### src/rtl/mdiv_pkg.sv
// Shared definitions for the mdiv divide sequencer: op bit positions, FSM states,
// and the divider operand width derived from XLEN.
package mdiv_pkg;

    localparam int unsigned XLEN_DEF = 64;
    localparam int unsigned OP_W     = 3;

    // Request op is {word, rem, unsigned}
    localparam int unsigned OP_WORD = 2;
    localparam int unsigned OP_REM  = 1;
    localparam int unsigned OP_UNS  = 0;

    typedef enum logic [1:0] {
        ST_IDLE  = 2'd0,
        ST_ISSUE = 2'd1,
        ST_BUSY  = 2'd2,
        ST_RESP  = 2'd3
    } state_e;

    // One extra bit so unsigned XLEN operands divide correctly on a signed divider
    function automatic int unsigned div_width(input int unsigned xlen);
        return xlen + 1;
    endfunction

endpackage

### src/rtl/mdiv_div_ctrl_if.sv
// Requester/response bundle for mdiv_div_ctrl: two request ports, flush and one response port.
interface mdiv_div_ctrl_if
    import mdiv_pkg::*;
#(
    parameter int unsigned XLEN  = 64,
    parameter int unsigned TAG_W = 8
);

    logic [1:0]                 req_valid;
    logic [1:0]                 req_ready;
    logic [1:0][OP_W-1:0]       req_op;
    logic [1:0][XLEN-1:0]       req_a;
    logic [1:0][XLEN-1:0]       req_b;
    logic [1:0][TAG_W-1:0]      req_tag;
    logic                       flush;
    logic                       rsp_valid;
    logic                       rsp_ready;
    logic [XLEN-1:0]            rsp_data;
    logic [TAG_W-1:0]           rsp_tag;
    logic                       rsp_port;

    modport master (
        output req_valid, req_op, req_a, req_b, req_tag, flush, rsp_ready,
        input  req_ready, rsp_valid, rsp_data, rsp_tag, rsp_port
    );

    modport slave (
        input  req_valid, req_op, req_a, req_b, req_tag, flush, rsp_ready,
        output req_ready, rsp_valid, rsp_data, rsp_tag, rsp_port
    );

endinterface

### src/rtl/mdiv_rr_arb2.sv
// Two-input round-robin arbiter; the pointer moves past the winner on every accept.
module mdiv_rr_arb2 (
    input  logic       clk,
    input  logic       rst,
    input  logic [1:0] valid_i,
    input  logic       accept_i,
    output logic [1:0] grant_o
);

    logic ptr_q;

    // Pointer port wins only when both request
    always_comb begin
        grant_o = 2'b00;
        if (valid_i == 2'b11) begin
            grant_o[ptr_q] = 1'b1;
        end else begin
            grant_o = valid_i;
        end
    end

    always_ff @(posedge clk or posedge rst) begin
        if (rst) begin
            ptr_q <= 1'b0;
        end else if (accept_i) begin
            ptr_q <= ~grant_o[1];
        end
    end

endmodule

### src/rtl/mdiv_div_ctrl.sv
// Two-port sequencer in front of the shared hp_int_div: arbitrates, extends operands,
// formats results and handles flush. Optional MDIV_DIV_ZERO_FAST_EN bypasses the divider on /0.
module mdiv_div_ctrl
    import mdiv_pkg::*;
#(
    parameter int unsigned XLEN      = XLEN_DEF,
    parameter int unsigned DIV_WIDTH = div_width(XLEN),
    parameter int unsigned TAG_W     = 8
) (
    input  logic                 clk,
    input  logic                 rst,
    mdiv_div_ctrl_if.slave       bus,
    output logic [DIV_WIDTH-1:0] div_dived_o,
    output logic [DIV_WIDTH-1:0] div_divor_o,
    output logic                 div_signed_o,
    output logic                 div_in_valid_o,
    input  logic                 div_in_ready_i,
    input  logic [DIV_WIDTH-1:0] div_res_i,
    input  logic [DIV_WIDTH-1:0] div_rem_i,
    input  logic                 div_out_valid_i,
    output logic                 div_out_ready_o
);

    localparam int unsigned HI_W  = XLEN - 32;
    localparam int unsigned EXT_W = DIV_WIDTH - XLEN;

    state_e               state_q;
    logic [OP_W-1:0]      op_q;
    logic [DIV_WIDTH-1:0] dived_q;
    logic [DIV_WIDTH-1:0] divor_q;
    logic                 signed_q;
    logic [TAG_W-1:0]     tag_q;
    logic                 port_q;
    logic                 killed_q;
    logic [XLEN-1:0]      res_q;
    logic                 rsp_valid_q;
    logic                 in_valid_q;
    logic                 out_ready_q;

    logic [1:0]           grant;
    logic                 accept;
    logic                 sel_port;
    logic [OP_W-1:0]      sel_op;
    logic [XLEN-1:0]      sel_a;
    logic [XLEN-1:0]      sel_b;
    logic [DIV_WIDTH-1:0] dived_d;
    logic [DIV_WIDTH-1:0] divor_d;
    logic [XLEN-1:0]      pick;
    logic [XLEN-1:0]      result_d;
    logic                 unused_hi;

    function automatic logic [XLEN-1:0] sext_word(input logic [XLEN-1:0] v);
        return {{HI_W{v[31]}}, v[31:0]};
    endfunction

    // Word ops use only the low 32 bits; the sign source follows the operand width
    function automatic logic [DIV_WIDTH-1:0] extend(input logic [XLEN-1:0] v,
                                                    input logic word,
                                                    input logic uns);
        logic            sign;
        logic [XLEN-1:0] lo;
        sign = ~uns & (word ? v[31] : v[XLEN-1]);
        lo   = word ? {{HI_W{sign}}, v[31:0]} : v;
        return {{EXT_W{sign}}, lo};
    endfunction

    mdiv_rr_arb2 u_arb (
        .clk      (clk),
        .rst      (rst),
        .valid_i  (bus.req_valid),
        .accept_i (accept),
        .grant_o  (grant)
    );

    assign bus.req_ready = grant & {2{(state_q == ST_IDLE) & ~bus.flush}};
    assign accept        = |(bus.req_ready & bus.req_valid);

    assign sel_port = grant[1];
    assign sel_op   = bus.req_op[sel_port];
    assign sel_a    = bus.req_a[sel_port];
    assign sel_b    = bus.req_b[sel_port];
    assign dived_d  = extend(sel_a, sel_op[OP_WORD], sel_op[OP_UNS]);
    assign divor_d  = extend(sel_b, sel_op[OP_WORD], sel_op[OP_UNS]);

    assign pick     = op_q[OP_REM] ? div_rem_i[XLEN-1:0] : div_res_i[XLEN-1:0];
    assign result_d = op_q[OP_WORD] ? sext_word(pick) : pick;

    // Extension bits carry no information once truncated back to XLEN
    assign unused_hi = ^{div_res_i[DIV_WIDTH-1:XLEN], div_rem_i[DIV_WIDTH-1:XLEN]};

`ifdef MDIV_DIV_ZERO_FAST_EN
    logic            divor_zero;
    logic [XLEN-1:0] zero_res_d;

    assign divor_zero = (divor_d == '0);
    assign zero_res_d = sel_op[OP_REM] ? (sel_op[OP_WORD] ? sext_word(sel_a) : sel_a) : '1;
`endif

    always_ff @(posedge clk or posedge rst) begin
        if (rst) begin
            state_q     <= ST_IDLE;
            op_q        <= '0;
            dived_q     <= '0;
            divor_q     <= '0;
            signed_q    <= 1'b0;
            tag_q       <= '0;
            port_q      <= 1'b0;
            killed_q    <= 1'b0;
            res_q       <= '0;
            rsp_valid_q <= 1'b0;
            in_valid_q  <= 1'b0;
            out_ready_q <= 1'b0;
        end else begin
            case (state_q)
                ST_IDLE: begin
                    if (accept) begin
                        op_q     <= sel_op;
                        dived_q  <= dived_d;
                        divor_q  <= divor_d;
                        signed_q <= ~sel_op[OP_UNS];
                        tag_q    <= bus.req_tag[sel_port];
                        port_q   <= sel_port;
                        killed_q <= 1'b0;
`ifdef MDIV_DIV_ZERO_FAST_EN
                        if (divor_zero) begin
                            res_q       <= zero_res_d;
                            rsp_valid_q <= 1'b1;
                            state_q     <= ST_RESP;
                        end else begin
                            in_valid_q <= 1'b1;
                            state_q    <= ST_ISSUE;
                        end
`else
                        in_valid_q <= 1'b1;
                        state_q    <= ST_ISSUE;
`endif
                    end
                end
                ST_ISSUE: begin
                    // Once the divider has taken the operands, a flush must wait for its output
                    if (div_in_ready_i) begin
                        out_ready_q <= 1'b1;
                        state_q     <= ST_BUSY;
                        if (bus.flush) begin
                            killed_q <= 1'b1;
                        end
                    end else if (bus.flush) begin
                        in_valid_q <= 1'b0;
                        state_q    <= ST_IDLE;
                    end
                end
                ST_BUSY: begin
                    if (div_out_valid_i) begin
                        in_valid_q  <= 1'b0;
                        out_ready_q <= 1'b0;
                        killed_q    <= 1'b0;
                        if (killed_q | bus.flush) begin
                            state_q <= ST_IDLE;
                        end else begin
                            res_q       <= result_d;
                            rsp_valid_q <= 1'b1;
                            state_q     <= ST_RESP;
                        end
                    end else if (bus.flush) begin
                        killed_q <= 1'b1;
                    end
                end
                ST_RESP: begin
                    if (bus.rsp_ready | bus.flush) begin
                        rsp_valid_q <= 1'b0;
                        state_q     <= ST_IDLE;
                    end
                end
                default: begin
                    state_q <= ST_IDLE;
                end
            endcase
        end
    end

    assign div_dived_o     = dived_q;
    assign div_divor_o     = divor_q;
    assign div_signed_o    = signed_q;
    assign div_in_valid_o  = in_valid_q;
    assign div_out_ready_o = out_ready_q;
    assign bus.rsp_valid   = rsp_valid_q;
    assign bus.rsp_data    = res_q;
    assign bus.rsp_tag     = tag_q;
    assign bus.rsp_port    = port_q;

endmodule

### src/flat_wrapper.sv
// flat-port wrapper written by rule: the top's interface ports become plain ports
module mdiv_div_ctrl_flat import mdiv_pkg::*;
#(
    parameter int unsigned XLEN      = XLEN_DEF,
    parameter int unsigned DIV_WIDTH = div_width(XLEN),
    parameter int unsigned TAG_W     = 8
)
  (clk, rst, div_dived_o, div_divor_o, div_signed_o, div_in_valid_o, div_in_ready_i, div_res_i, div_rem_i, div_out_valid_i, div_out_ready_o, bus_req_valid, bus_req_op, bus_req_a, bus_req_b, bus_req_tag, bus_flush, bus_rsp_ready, bus_req_ready, bus_rsp_valid, bus_rsp_data, bus_rsp_tag, bus_rsp_port);
  mdiv_div_ctrl_if #(.XLEN(XLEN), .TAG_W(TAG_W)) bus_i ();
  input  logic clk;
  input  logic rst;
  output logic [DIV_WIDTH-1:0] div_dived_o;
  output logic [DIV_WIDTH-1:0] div_divor_o;
  output logic div_signed_o;
  output logic div_in_valid_o;
  input  logic div_in_ready_i;
  input  logic [DIV_WIDTH-1:0] div_res_i;
  input  logic [DIV_WIDTH-1:0] div_rem_i;
  input  logic div_out_valid_i;
  output logic div_out_ready_o;
  input wire logic [$bits(bus_i.req_valid)-1:0] bus_req_valid;
  input wire logic [$bits(bus_i.req_op)-1:0] bus_req_op;
  input wire logic [$bits(bus_i.req_a)-1:0] bus_req_a;
  input wire logic [$bits(bus_i.req_b)-1:0] bus_req_b;
  input wire logic [$bits(bus_i.req_tag)-1:0] bus_req_tag;
  input wire logic [$bits(bus_i.flush)-1:0] bus_flush;
  input wire logic [$bits(bus_i.rsp_ready)-1:0] bus_rsp_ready;
  output wire logic [$bits(bus_i.req_ready)-1:0] bus_req_ready;
  output wire logic [$bits(bus_i.rsp_valid)-1:0] bus_rsp_valid;
  output wire logic [$bits(bus_i.rsp_data)-1:0] bus_rsp_data;
  output wire logic [$bits(bus_i.rsp_tag)-1:0] bus_rsp_tag;
  output wire logic [$bits(bus_i.rsp_port)-1:0] bus_rsp_port;
  assign bus_i.req_valid = bus_req_valid;
  assign bus_i.req_op = bus_req_op;
  assign bus_i.req_a = bus_req_a;
  assign bus_i.req_b = bus_req_b;
  assign bus_i.req_tag = bus_req_tag;
  assign bus_i.flush = bus_flush;
  assign bus_i.rsp_ready = bus_rsp_ready;
  assign bus_req_ready = bus_i.req_ready;
  assign bus_rsp_valid = bus_i.rsp_valid;
  assign bus_rsp_data = bus_i.rsp_data;
  assign bus_rsp_tag = bus_i.rsp_tag;
  assign bus_rsp_port = bus_i.rsp_port;
  mdiv_div_ctrl #(.XLEN(XLEN), .DIV_WIDTH(DIV_WIDTH), .TAG_W(TAG_W)) u_core (.clk(clk), .rst(rst), .bus(bus_i), .div_dived_o(div_dived_o), .div_divor_o(div_divor_o), .div_signed_o(div_signed_o), .div_in_valid_o(div_in_valid_o), .div_in_ready_i(div_in_ready_i), .div_res_i(div_res_i), .div_rem_i(div_rem_i), .div_out_valid_i(div_out_valid_i), .div_out_ready_o(div_out_ready_o));
endmodule
### config.mk
export PLATFORM = sky130hd
export DESIGN_NAME = mdiv_div_ctrl_flat
export DESIGN_NICKNAME = d
export VERILOG_FILES = /design/src/rtl/mdiv_pkg.sv /design/src/rtl/mdiv_div_ctrl_if.sv /design/src/rtl/mdiv_rr_arb2.sv /design/src/rtl/mdiv_div_ctrl.sv /design/src/flat_wrapper.sv
export SDC_FILE = /design/constraint.sdc
export NUM_CORES = 1
export LEC_CHECK = 0
export BUFFER_PORTS_ARGS = -buffer_cell sky130_fd_sc_hd__buf_2
export CAP_MARGIN = 20
export CORE_AREA = 3 3 243 245
export CTS_CLUSTER_DIAMETER = 150
export DETAILED_ROUTE_END_ITERATION = 8
export DIE_AREA = 0 0 246 248
export SYNTH_ARGS = -nofsm -noshare
export SYNTH_HDL_FRONTEND = slang
export SYNTH_SLANG_ARGS = --single-unit
### constraint.sdc
create_clock -name clk -period 6.7 [get_ports clk]
set_clock_uncertainty 0.05 [all_clocks]
set_input_delay 0.335 -clock clk [delete_from_list [all_inputs] [get_ports clk]]
set_output_delay 0.335 -clock clk [all_outputs]
set_load 0.02 [all_outputs]
==> run_results.csv, run 1 <==
group,metric,value,unit
run_status,status,"complete, no violations",
synthesis,ys_ff_latch,213,
global_route,grt_antenna_before_repair,8,
worst_setup_path,cp_max_fo,49,
worst_setup_path,critPathKind,"register to primary output",
die,dieArea,0.06101,sq mm
cts,cts_sinks,213,
sta,report.final.slew_viol_count,0,
die,fp.dieW,246,um
hold_path,min_path_cells,3,
synthesis,netlist_area,0.01059,sq mm
placement,dpl-instance-area,0.01436,sq mm
hold_path,hold_class,"primary input to register",
sta,layout_min_cycle_time,3084,ps
drt,ant_nets,0,
worst_setup_path,critical_path.startpoint_type,"register",
die,die_y,248,um
synthesis,ys.warnings.count,0,
global_route,gr-total-overflow,0,
global_route,grt_max_degree,180,
layout,seqCellArea,0.005334,sq mm
sta,worst_pin_slew,892.0,ps
worst_setup_path,reg2reg_depth,6,
layout,postLayoutCellArea,0.01618,sq mm
synthesis,ys.flop_type,"dfrtp_1",
synthesis,seq_area_frac_synth,0.5031,
die,core,0.05737,sq mm
sta,setup_violations,0,
flow_run,max-cap-violations,0,
global_route,grt_pass1_wl,64290,um
drt,wl,44620,um
sta,tns,0,ps
worst_setup_path,crit_required,6310,ps
pwr,max-vdd-ir-drop,239.5,uV
drt,wl_per_cell,17.96,um
worst_setup_path,r2r_slack,3890,ps
synthesis,synthArstFlopShare,1.000,
global_route,gr-usage-all-layers,0.1346,
drt,num_vias,11140,
placement,numPortBuffers,622,
layout,final_cell_mix,"buf_2, dfrtp_1, o211ai_1",
sta,maxSlewHeadroom,0.4054,
layout,final_util,0.2820,
worst_setup_path,critical-path-max-stage-delay,620,ps
worst_setup_path,path_cells,"nand2b_4 -> and2_4 -> nand2_4 -> inv_2 -> buf_2",
cts,post_cts_buffers,0,
placement,dp_slack,3787,ps
worst_setup_path,critPathSlowestCell,"inv_2",
synthesis,syn_nets,1474,
worst_setup_path,reg2reg_to,"u_core.div_dived_o[20]",
sta,period_share,0.4603,
layout,area_growth,52.70,%
synthesis,synthCells,1053,
hold_path,min_from,"bus_req_a[4]",
sta,setup_slack,3616,ps
sta,rsz0062_at_grt,"false",
drt,drc,0,
layout,nNetsFinal,2120,
pwr,p_leak,7.557,nW
pwr,power.density,440.0,mW/mm^2
cts,clock_latency,540,ps
cts,cts_buffers,25,
layout,final_common_cell,"buf_2",
placement,hpwl,31920,um
die,fp-row-count,88,
layout,multi_input_area,0.004766,sq mm
hold_path,min_to,"u_core.div_dived_o[4]",
drt,drtPass1Iterations,5,
sta,finalHoldViolCount,0,
die,io_pins,625,
cts,cts.reportedPaths.clkPinSlew,60,ps
die,start_util,0.1847,
global_route,grt_pass1_vias,10920,
worst_setup_path,critPathCaptureType,"primary output",
worst_setup_path,crit_arrival,2700,ps
synthesis,syn_area_per_cell,10.06,sq um
pwr,total_power,7.118,mW
sta,clock.fmax,0.3242,GHz
layout,fill_cells,6042,
synthesis,synth-edff-count,0,
cts,cts_max_level,1,
placement,gp_congestion,0.8355,
synthesis,synthDistinctLibCells,39,
layout,post_route_cells_drive_above_1_share,0.4054,
cts,cts_tree,"done",
cts,ctsRootBufferMaster,"clkbuf_16",
drt,viasPerCell,4.485,
drt,drt_iter0_markers,465,
worst_setup_path,timing.rr.start,"u_core.u_arb.ptr_q",
cts,ctsLongestPathBuffers,3,
-- final cells by class --
class,count,share of cell area
Multi-Input combinational cell,719,0.2946
Sequential cell,213,0.3297
Antenna cell,2,0.0003094
Timing Repair Buffer,729,0.2619
Clock inverter,6,0.003790
Inverter,11,0.003016
Tap cell,765,0.05917
Clock buffer,39,0.04749
-- synth_stat cells (5+ instances only) --
cell type / n / area (sq um)
nor2_1: 127 / 476.7
a221o_1: 47 / 470.5
nand2b_1: 7 / 43.79
a31oi_1: 91 / 569.3
nand2_1: 67 / 251.5
mux2i_1: 65 / 650.6
buf_1: 13 / 48.80
o21ai_0: 7 / 35.03
o211ai_1: 154 / 1156
o21a_1: 32 / 240.2
inv_1: 10 / 37.54
a211oi_1: 5 / 37.54
mux2_2: 5 / 56.30
a21oi_1: 34 / 170.2
dfrtp_1: 213 / 5330
buf_2: 42 / 210.2
ha_1: 5 / 62.56
and2_1: 48 / 300.3
clkbuf_1: 51 / 191.4
-- critical path, delay by kind of cell, from the launching register on --
family,cells,cell delay (ps)
flip-flops,1,360
buffers and inverters,2,920
AND/OR/NAND/NOR,3,850
-- worst max path at each step --
stage                     cells past startpoint                      end               start
after global placement                        3  u_core.bus.rsp_data[32]      u_core.op_q[2]
after detailed placement                      3  u_core.bus.rsp_data[55]      u_core.op_q[2]
after global routing                          5         bus_req_ready[1]  u_core.u_arb.ptr_q
final                                         5         bus_req_ready[1]  u_core.u_arb.ptr_q
after CTS                                     5         bus_req_ready[1]  u_core.u_arb.ptr_q
after floorplan                               1   u_core.bus.rsp_data[0]                 rst
-- cell families (layout without fill, tap and decap cells) --
kind of cell	Yosys count	count (layout)	synth area share
DFF	213	213	0.5031
adders and majority gates	5	5	0.005905
other	0	2	0
and+or+nand+nor	260	260	0.1098
AOI/OAI and AO/OA	384	384	0.2637
buffers and inverters	121	785	0.05067
muxes	70	70	0.06673
-- per-stage QoR --
stage	instances	hold slack (ps)
4_1_cts	2479	1.891
3_5_place_dp	2343	425.9
5_1_grt	2484	9.734
3_3_place_gp	2342	419.3
2_1_floorplan	1053	422.7
6_report	2484	37.40
-- routing by layer --
metal  GRT usage  vias up  part of all wire
met5           0        -            0.0010
met4     0.04307        6             0.027
met3     0.03717       72             0.096
met2      0.2354      511              0.49
met1      0.1596     5353              0.39
li1            -     5199                 -
-- power breakdown --
group          internal (mW)  total, mW  leakage [nW]  switching [mW]
Sequential              1.93       2.33          2.49           0.401
Combinational           1.33       3.40          4.66            2.07
Clock                  0.822       1.38         0.409           0.561
-- flip-flops by register name, summed over array words and instances, names as in the netlist --
signal / count
u_core.bus.rsp_data: 64
u_core.state_q: 2
u_core.div_divor_o: 65
u_core.bus.rsp_valid: 1
u_core.op_q: 2
u_core.bus.rsp_port: 1
u_core.div_in_valid_o: 1
u_core.killed_q: 1
u_core.div_dived_o: 65
u_core.u_arb.ptr_q: 1
u_core.div_out_ready_o: 1
u_core.div_signed_o: 1
u_core.bus.rsp_tag: 8
-- timing repair --
| action | 4_1_cts | 5_1_grt |
|---|---|---|
| hold buffers | 91 | 0 |
| resized for setup | 0 | 0 |
| hold endpoints to repair | 177 | 0 |
(Power assumes the default switching activity.)
==> run 2, diff against run 1 <==
--- a/config.mk
+++ b/config.mk
@@ -5,12 +5,13 @@
 export SDC_FILE = /design/constraint.sdc
 export NUM_CORES = 1
 export LEC_CHECK = 0
+export ABC_AREA = 1
 export BUFFER_PORTS_ARGS = -buffer_cell sky130_fd_sc_hd__buf_2
 export CAP_MARGIN = 20
-export CORE_AREA = 3 3 243 245
+export CORE_AREA = 3 3 244 246
 export CTS_CLUSTER_DIAMETER = 150
 export DETAILED_ROUTE_END_ITERATION = 8
-export DIE_AREA = 0 0 246 248
+export DIE_AREA = 0 0 247 249
 export SYNTH_ARGS = -nofsm -noshare
 export SYNTH_HDL_FRONTEND = slang
 export SYNTH_SLANG_ARGS = --single-unit
==> constraint.sdc (replaced) <==
create_clock -name clk -period 2.85 [get_ports clk]
set_clock_uncertainty 0.05 [all_clocks]
set_input_delay 0.1425 -clock clk [delete_from_list [all_inputs] [get_ports clk]]
set_output_delay 0.1425 -clock clk [all_outputs]
set_load 0.02 [all_outputs]
==> run 2 against run 1 <==
Effect of this change: core utilization grew 5.5 points; critical endpoint is now u_core.div_dived_o[25]; sequential share of layout area shrank 5.5 points; cell count grew 24%; count of clock-buffer cells in the layout shrank 1; sequential power grew 130%; register-to-register slack lost 3700 ps; via count grew 21%; total power grew to 2.6 times the previous value; worst hold slack gained 6.9 ps; final area grew 20%; first-iteration DRC count grew 63%; combinational power grew to 2.9 times the previous value; largest cell class is now non-clock buffers.
==> run_results.csv, run 2 <==
group,metric,value,unit
layout,final_util,0.3369,
sta,tns,0,ps
worst_setup_path,cp_max_fo,48,
sta,maxSlewHeadroom,0.5077,
sta,finalHoldViolCount,0,
synthesis,synthDistinctLibCells,27,
layout,instances_no_fill,3088,
global_route,grt_max_degree,76,
worst_setup_path,critPathCaptureType,"register",
drt,wl,49580,um
drt,wl_per_cell,16.05,um
cts,ctsLongestPathBuffers,3,
cts,cts_max_level,1,
run_status,status,"complete, no violations",
global_route,grt_pass1_vias,13800,
synthesis,ys_ff_latch,213,
cts,ctsRootBufferMaster,"clkbuf_16",
hold_path,hold_class,"primary input to register",
die,dieArea,0.06150,sq mm
sta,setup_violations,0,
sta,period_share,0.9330,
synthesis,yosys.area.top_type,"dfrtp_1",
layout,final_common_cell,"buf_2",
drt,num_vias,13520,
synthesis,synth_top_cell_area_share,0.4956,
worst_setup_path,path_cells,"inv_1 -> ha_1 -> nand4_4 -> inv_2 -> buf_4 -> a22oi_1 -> dlygate4sd3_1 -> nand2_1",
pwr,p_leak,9.907,nW
die,fp-row-count,88,
synthesis,ys.flop_type,"dfrtp_1",
placement,placedCellCount,2634,
die,die_y,249,um
drt,viasPerCell,4.377,
cts,post_cts_buffers,0,
worst_setup_path,crit_required,3270,ps
cts,cts_tree,"done",
global_route,grt_pass1_wl,75490,um
worst_setup_path,critPathKind,"register to register",
flow_run,max-cap-violations,0,
worst_setup_path,crit_arrival,3080,ps
layout,final_cell_mix,"buf_2, dlygate4sd3_1, nand2_1",
placement,hpwl,33060,um
worst_setup_path,critical_path.startpoint_type,"register",
hold_path,min_from,"bus_req_b[127]",
sta,hold_ws,44.29,ps
sta,clock.fmax,0.3761,GHz
layout,nNetsFinal,2723,
die,io_pins,625,
synthesis,synth_commonest_cells,"nand2_1, nand3_1, dfrtp_1",
drt,ant_nets,0,
die,start_util,0.1868,
synthesis,seq_area_frac_synth,0.4956,
synthesis,netlist_area,0.01075,sq mm
drt,drtPass1Iterations,5,
placement,numPortBuffers,622,
worst_setup_path,critPathLaunch,"u_core.state_q[0]",
cts,cts_buffers,25,
cts,cts.reportedPaths.clkPinSlew,60,ps
synthesis,syn_area_per_cell,8.110,sq um
cts,clock_latency,550,ps
synthesis,synthArstFlopShare,1.000,
layout,multi_input_area,0.004672,sq mm
die,fp.dieW,247,um
layout,fill_cells,5887,
worst_setup_path,critPathSlowestCell,"dlygate4sd3_1",
sta,report.final.slew_viol_count,0,
pwr,max-vdd-ir-drop,571.0,uV
synthesis,ys_top_cells_by_area,"dfrtp_1, nand2_1, nand3_1",
global_route,gr-total-overflow,0,
synthesis,syn_nets,1747,
worst_setup_path,r2r_slack,190,ps
global_route,gr-usage-all-layers,0.1524,
die,core,0.05759,sq mm
worst_setup_path,critical-path-max-stage-delay,630,ps
placement,gp_congestion,0.8541,
sta,layout_min_cycle_time,2659,ps
global_route,grt_antenna_before_repair,4,
pwr,power.density,943.2,mW/mm^2
synthesis,ys.warnings.count,0,
worst_setup_path,timing.rr.start,"u_core.state_q[0]",
sta,worst_pin_slew,738.5,ps
cts,cts_sinks,213,
layout,post_route_cells_drive_above_1_share,0.3088,
sta,rsz0062_at_grt,"false",
synthesis,synth-edff-count,0,
layout,postLayoutCellArea,0.01940,sq mm
synthesis,synthCells,1326,
placement,dpl-instance-area,0.01451,sq mm
layout,area_growth,80.41,%
layout,seqCellArea,0.005331,sq mm
synthesis,post-synth-top-count-cell,"nand2_1",
drt,drc,0,
drt,drt_iter0_markers,756,
==> run 2: cell count changes after synthesis, sizes merged, moves of 47 or more <==
cell,delta
nand2,+332
mux2i,-65
a22oi,+47
a31oi,-67
and2,-48
o211ai,-153
a221o,-47
nand3,+223
==> run 2: cell type report <==
class	count	share of cell area
clock buffers	38	0.03837
flip-flops and latches	213	0.2748
inverters	28	0.005740
diodes	4	0.0005159
multi-input cells	976	0.2408
repair buffers	1058	0.3872
well taps	765	0.04934
clock inverters	6	0.003225
==> run 2: logic make-up after synthesis <==
logic type               synth area share
AO/OA/AOI/OAI                      0.1168
adder cells (fa/ha/maj)          0.005817
buffers and inverters             0.07016
flip-flops                         0.4956
AND/OR/NAND/NOR                    0.3116
==> run 2: what timing repair did <==
| item | in CTS | in global routing |
|---|---|---|
| gates resized for setup | 0 | 2 |
| endpoints found under the setup margin | 0 | 6 |
| endpoints found under the hold margin | 248 | 0 |
| hold buffers | 406 | 0 |
==> run 2: path summary, 6_finish.rpt <==
kind | endpoint | cells past startpoint
worst max-delay path | u_core.div_dived_o[25] | 8
max in group asynchronous | u_core.div_divor_o[45] | 5
worst max register to register | u_core.div_dived_o[25] | 8
worst min-delay path | u_core.div_divor_o[64] | 7
worst min register to register | u_core.div_signed_o | 2
min in group asynchronous | u_core.div_divor_o[21] | 3
==> run 2: worst max-delay path, delay by kind of cell (launching register included) <==
family,cells,cell delay (ps)
flops,1,430
compound gates,1,230
simple gates,2,260
buf+inv,4,1230
fa+ha+maj,1,310
==> run 2: power by group <==
part / leakage (nW) / total [mW] / switching [mW] / internal, mW
clock network: 0.400 / 3.19 / 1.31 / 1.88
registers: 2.63 / 5.35 / 0.847 / 4.50
logic: 6.87 / 9.76 / 5.72 / 4.04
==> run 2: per-stage QoR <==
step	setup WS, ps	total power [mW]
2_1_floorplan	-112.7	10.42
3_3_place_gp	684.2	13.35
3_5_place_dp	601.3	13.42
4_1_cts	79.25	18.30
5_1_grt	66.40	19.51
6_report	191.1	18.30
==> run 2: layer usage <==
metal,vias up,part of all wire,global-route usage
li1,6393,-,-
met5,-,0,0
met1,6322,0.38,0.1759
met3,123,0.084,0.02853
met2,679,0.49,0.2734
met4,0,0.043,0.06441
==> run 3, diff against run 2 <==
==> constraint.sdc (replaced) <==
create_clock -name clk -period 2.85 [get_ports clk]
set_clock_uncertainty 0.05 [all_clocks]
set_input_delay 0.1425 -clock clk [delete_from_list [all_inputs] [get_ports clk]]
set_output_delay 0.1425 -clock clk [all_outputs]
set_load 0.1 [all_outputs]
==> run 3 against run 2 <==
Effect of this change: routed wire length down 2.4%; largest power group unchanged; register-to-register slack better by 30 ps; sequential power down 0.7%.
==> run_results.csv, run 3 (synthesized netlist as in run 2, its figures left out) <==
group,metric,value,unit
worst_setup_path,critPathCaptureType,"register",
sta,report.final.slew_viol_count,0,
global_route,grt_max_degree,76,
layout,post_route_cells_drive_above_1_share,0.3105,
global_route,grt_antenna_before_repair,6,
pwr,power.density,1399,mW/mm^2
drt,viasPerCell,4.328,
placement,placedCellCount,2638,
drt,drtPass1Iterations,5,
worst_setup_path,crit_required,3270,ps
worst_setup_path,crit_arrival,3060,ps
layout,final_cell_mix,"buf_2, dlygate4sd3_1, nand2_1",
sta,hold_ws,30.38,ps
sta,clock.fmax,0.3799,GHz
cts,cts_sinks,213,
cts,ctsLongestPathBuffers,3,
global_route,grt_pass1_wl,73140,um
cts,cts_tree,"done",
hold_path,min_path_cells,5,
cts,ctsResizeCount,0,
drt,drc,0,
worst_setup_path,critPathSlowestCell,"dlygate4sd3_1",
placement,dpl-instance-area,0.01455,sq mm
hold_path,min_from,"div_res_i[42]",
die,io_pins,625,
drt,ant_nets,0,
worst_setup_path,timing.rr.start,"u_core.state_q[0]",
worst_setup_path,crit_end,"u_core.bus.rsp_tag[6]",
cts,ctsRootBufferMaster,"clkbuf_16",
sta,setup_violations,0,
die,die_y,249,um
worst_setup_path,critical_path.startpoint_type,"register",
placement,numPortBuffers,622,
hold_path,hold_class,"primary input to register",
pwr,max-vdd-ir-drop,1029,uV
placement,dp_slack,559.2,ps
drt,num_vias,13380,
worst_setup_path,r2r_slack,220,ps
worst_setup_path,path_cells,"inv_1 -> ha_1 -> inv_2 -> nor2_4 -> nand3_4 -> inv_2 -> buf_12 -> a22oi_1 -> dlygate4sd3_1 -> nand2_1",
sta,tns,0,ps
pwr,total_power,27.29,mW
die,fp-row-count,88,
global_route,grt_pass1_vias,13550,
placement,gp_congestion,0.8652,
die,dieArea,0.06150,sq mm
placement,hpwl,33390,um
sta,layout_min_cycle_time,2633,ps
global_route,gr-usage-all-layers,0.1477,
sta,rsz0062_at_grt,"false",
drt,wl,48370,um
layout,final_common_cell,"buf_2",
cts,cts.reportedPaths.clkPinSlew,60,ps
layout,final_util,0.3386,
worst_setup_path,critPathLaunch,"u_core.state_q[0]",
drt,drt_iter0_markers,737,
sta,finalHoldViolCount,0,
sta,period_share,0.9237,
die,start_util,0.1868,
layout,postLayoutCellArea,0.01950,sq mm
cts,cts_max_level,1,
layout,area_growth,81.31,%
run_status,status,"complete, no violations",
cts,clock_latency,540,ps
worst_setup_path,reg2reg_to,"u_core.bus.rsp_tag[6]",
worst_setup_path,critPathKind,"register to register",
layout,nNetsFinal,2725,
worst_setup_path,reg2reg_depth,10,
drt,wl_per_cell,15.65,um
pwr,p_leak,9.949,nW
worst_setup_path,worst_path_most_repeated_cell,"inv_2",
cts,cts_buffers,26,
die,fp.dieW,247,um
die,core,0.05759,sq mm
worst_setup_path,critical-path-max-stage-delay,590,ps
worst_setup_path,cp_max_fo,23,
sta,worst_pin_slew,710.8,ps
sta,maxSlewHeadroom,0.5261,
sta,setup_slack,217.5,ps
flow_run,max-cap-violations,0,
layout,fill_cells,5857,
layout,instances_no_fill,3091,
global_route,gr-total-overflow,0,
-- run 3: cell types whose count changed in the layout (fill, tap and decap cells not counted), moves of 2 or more --
cell           change
buf_6              -2
bufinv_16          +2
clkbuf_16          +2
dlygate4sd3_1      -3
buf_4              +7
inv_6              -2
clkinv_2           -3
-- run 3: repair_timing --
action	in CTS	in global routing
hold buffers	403	0
setup buffers	0	0
hold endpoints to repair	249	0
setup endpoints to repair	0	0
-- run 3: critical path: cells and delay by family (launching register included) --
family	cells	cell delay, ps
simple gates	3	260
compound gates	1	80
fa+ha+maj	1	300
buf+inv	5	1400
flops	1	430
-- run 3: worst min path at each step --
stage	slack, ps	to
after floorplan	220	u_core.bus.rsp_tag[0]
after global placement	160	u_core.div_divor_o[21]
after detailed placement	160	u_core.div_divor_o[21]
after CTS	0.7	u_core.div_dived_o[63]
after global routing	40	u_core.div_dived_o[31]
final	30	u_core.bus.rsp_data[42]
-- run 3: layout make-up --
class	count	area [sq um]	share of cell area
Clock inverter	4	97.59	0.005005
Inverter	28	111.4	0.005711
Tap cell	765	957.2	0.04909
Clock buffer	42	812.0	0.04165
Multi-Input combinational cell	976	4672	0.2396
Sequential cell	213	5331	0.2734
Antenna cell	4	10.01	0.0005133
Timing Repair Buffer	1059	7507	0.3850
-- run 3: where the power goes --
group          switching (mW)  internal [mW]
sequential              0.806           4.50
combinational            14.5           4.02
clock                    1.29           2.20
-- run 3: per-layer routing --
layer | vias up | share of wire | global-route usage
li1 | 6399 | - | -
met1 | 6194 | 0.38 | 0.1661
met2 | 655 | 0.49 | 0.2646
met3 | 131 | 0.078 | 0.02896
met4 | 0 | 0.051 | 0.07212
met5 | - | 0 | 0
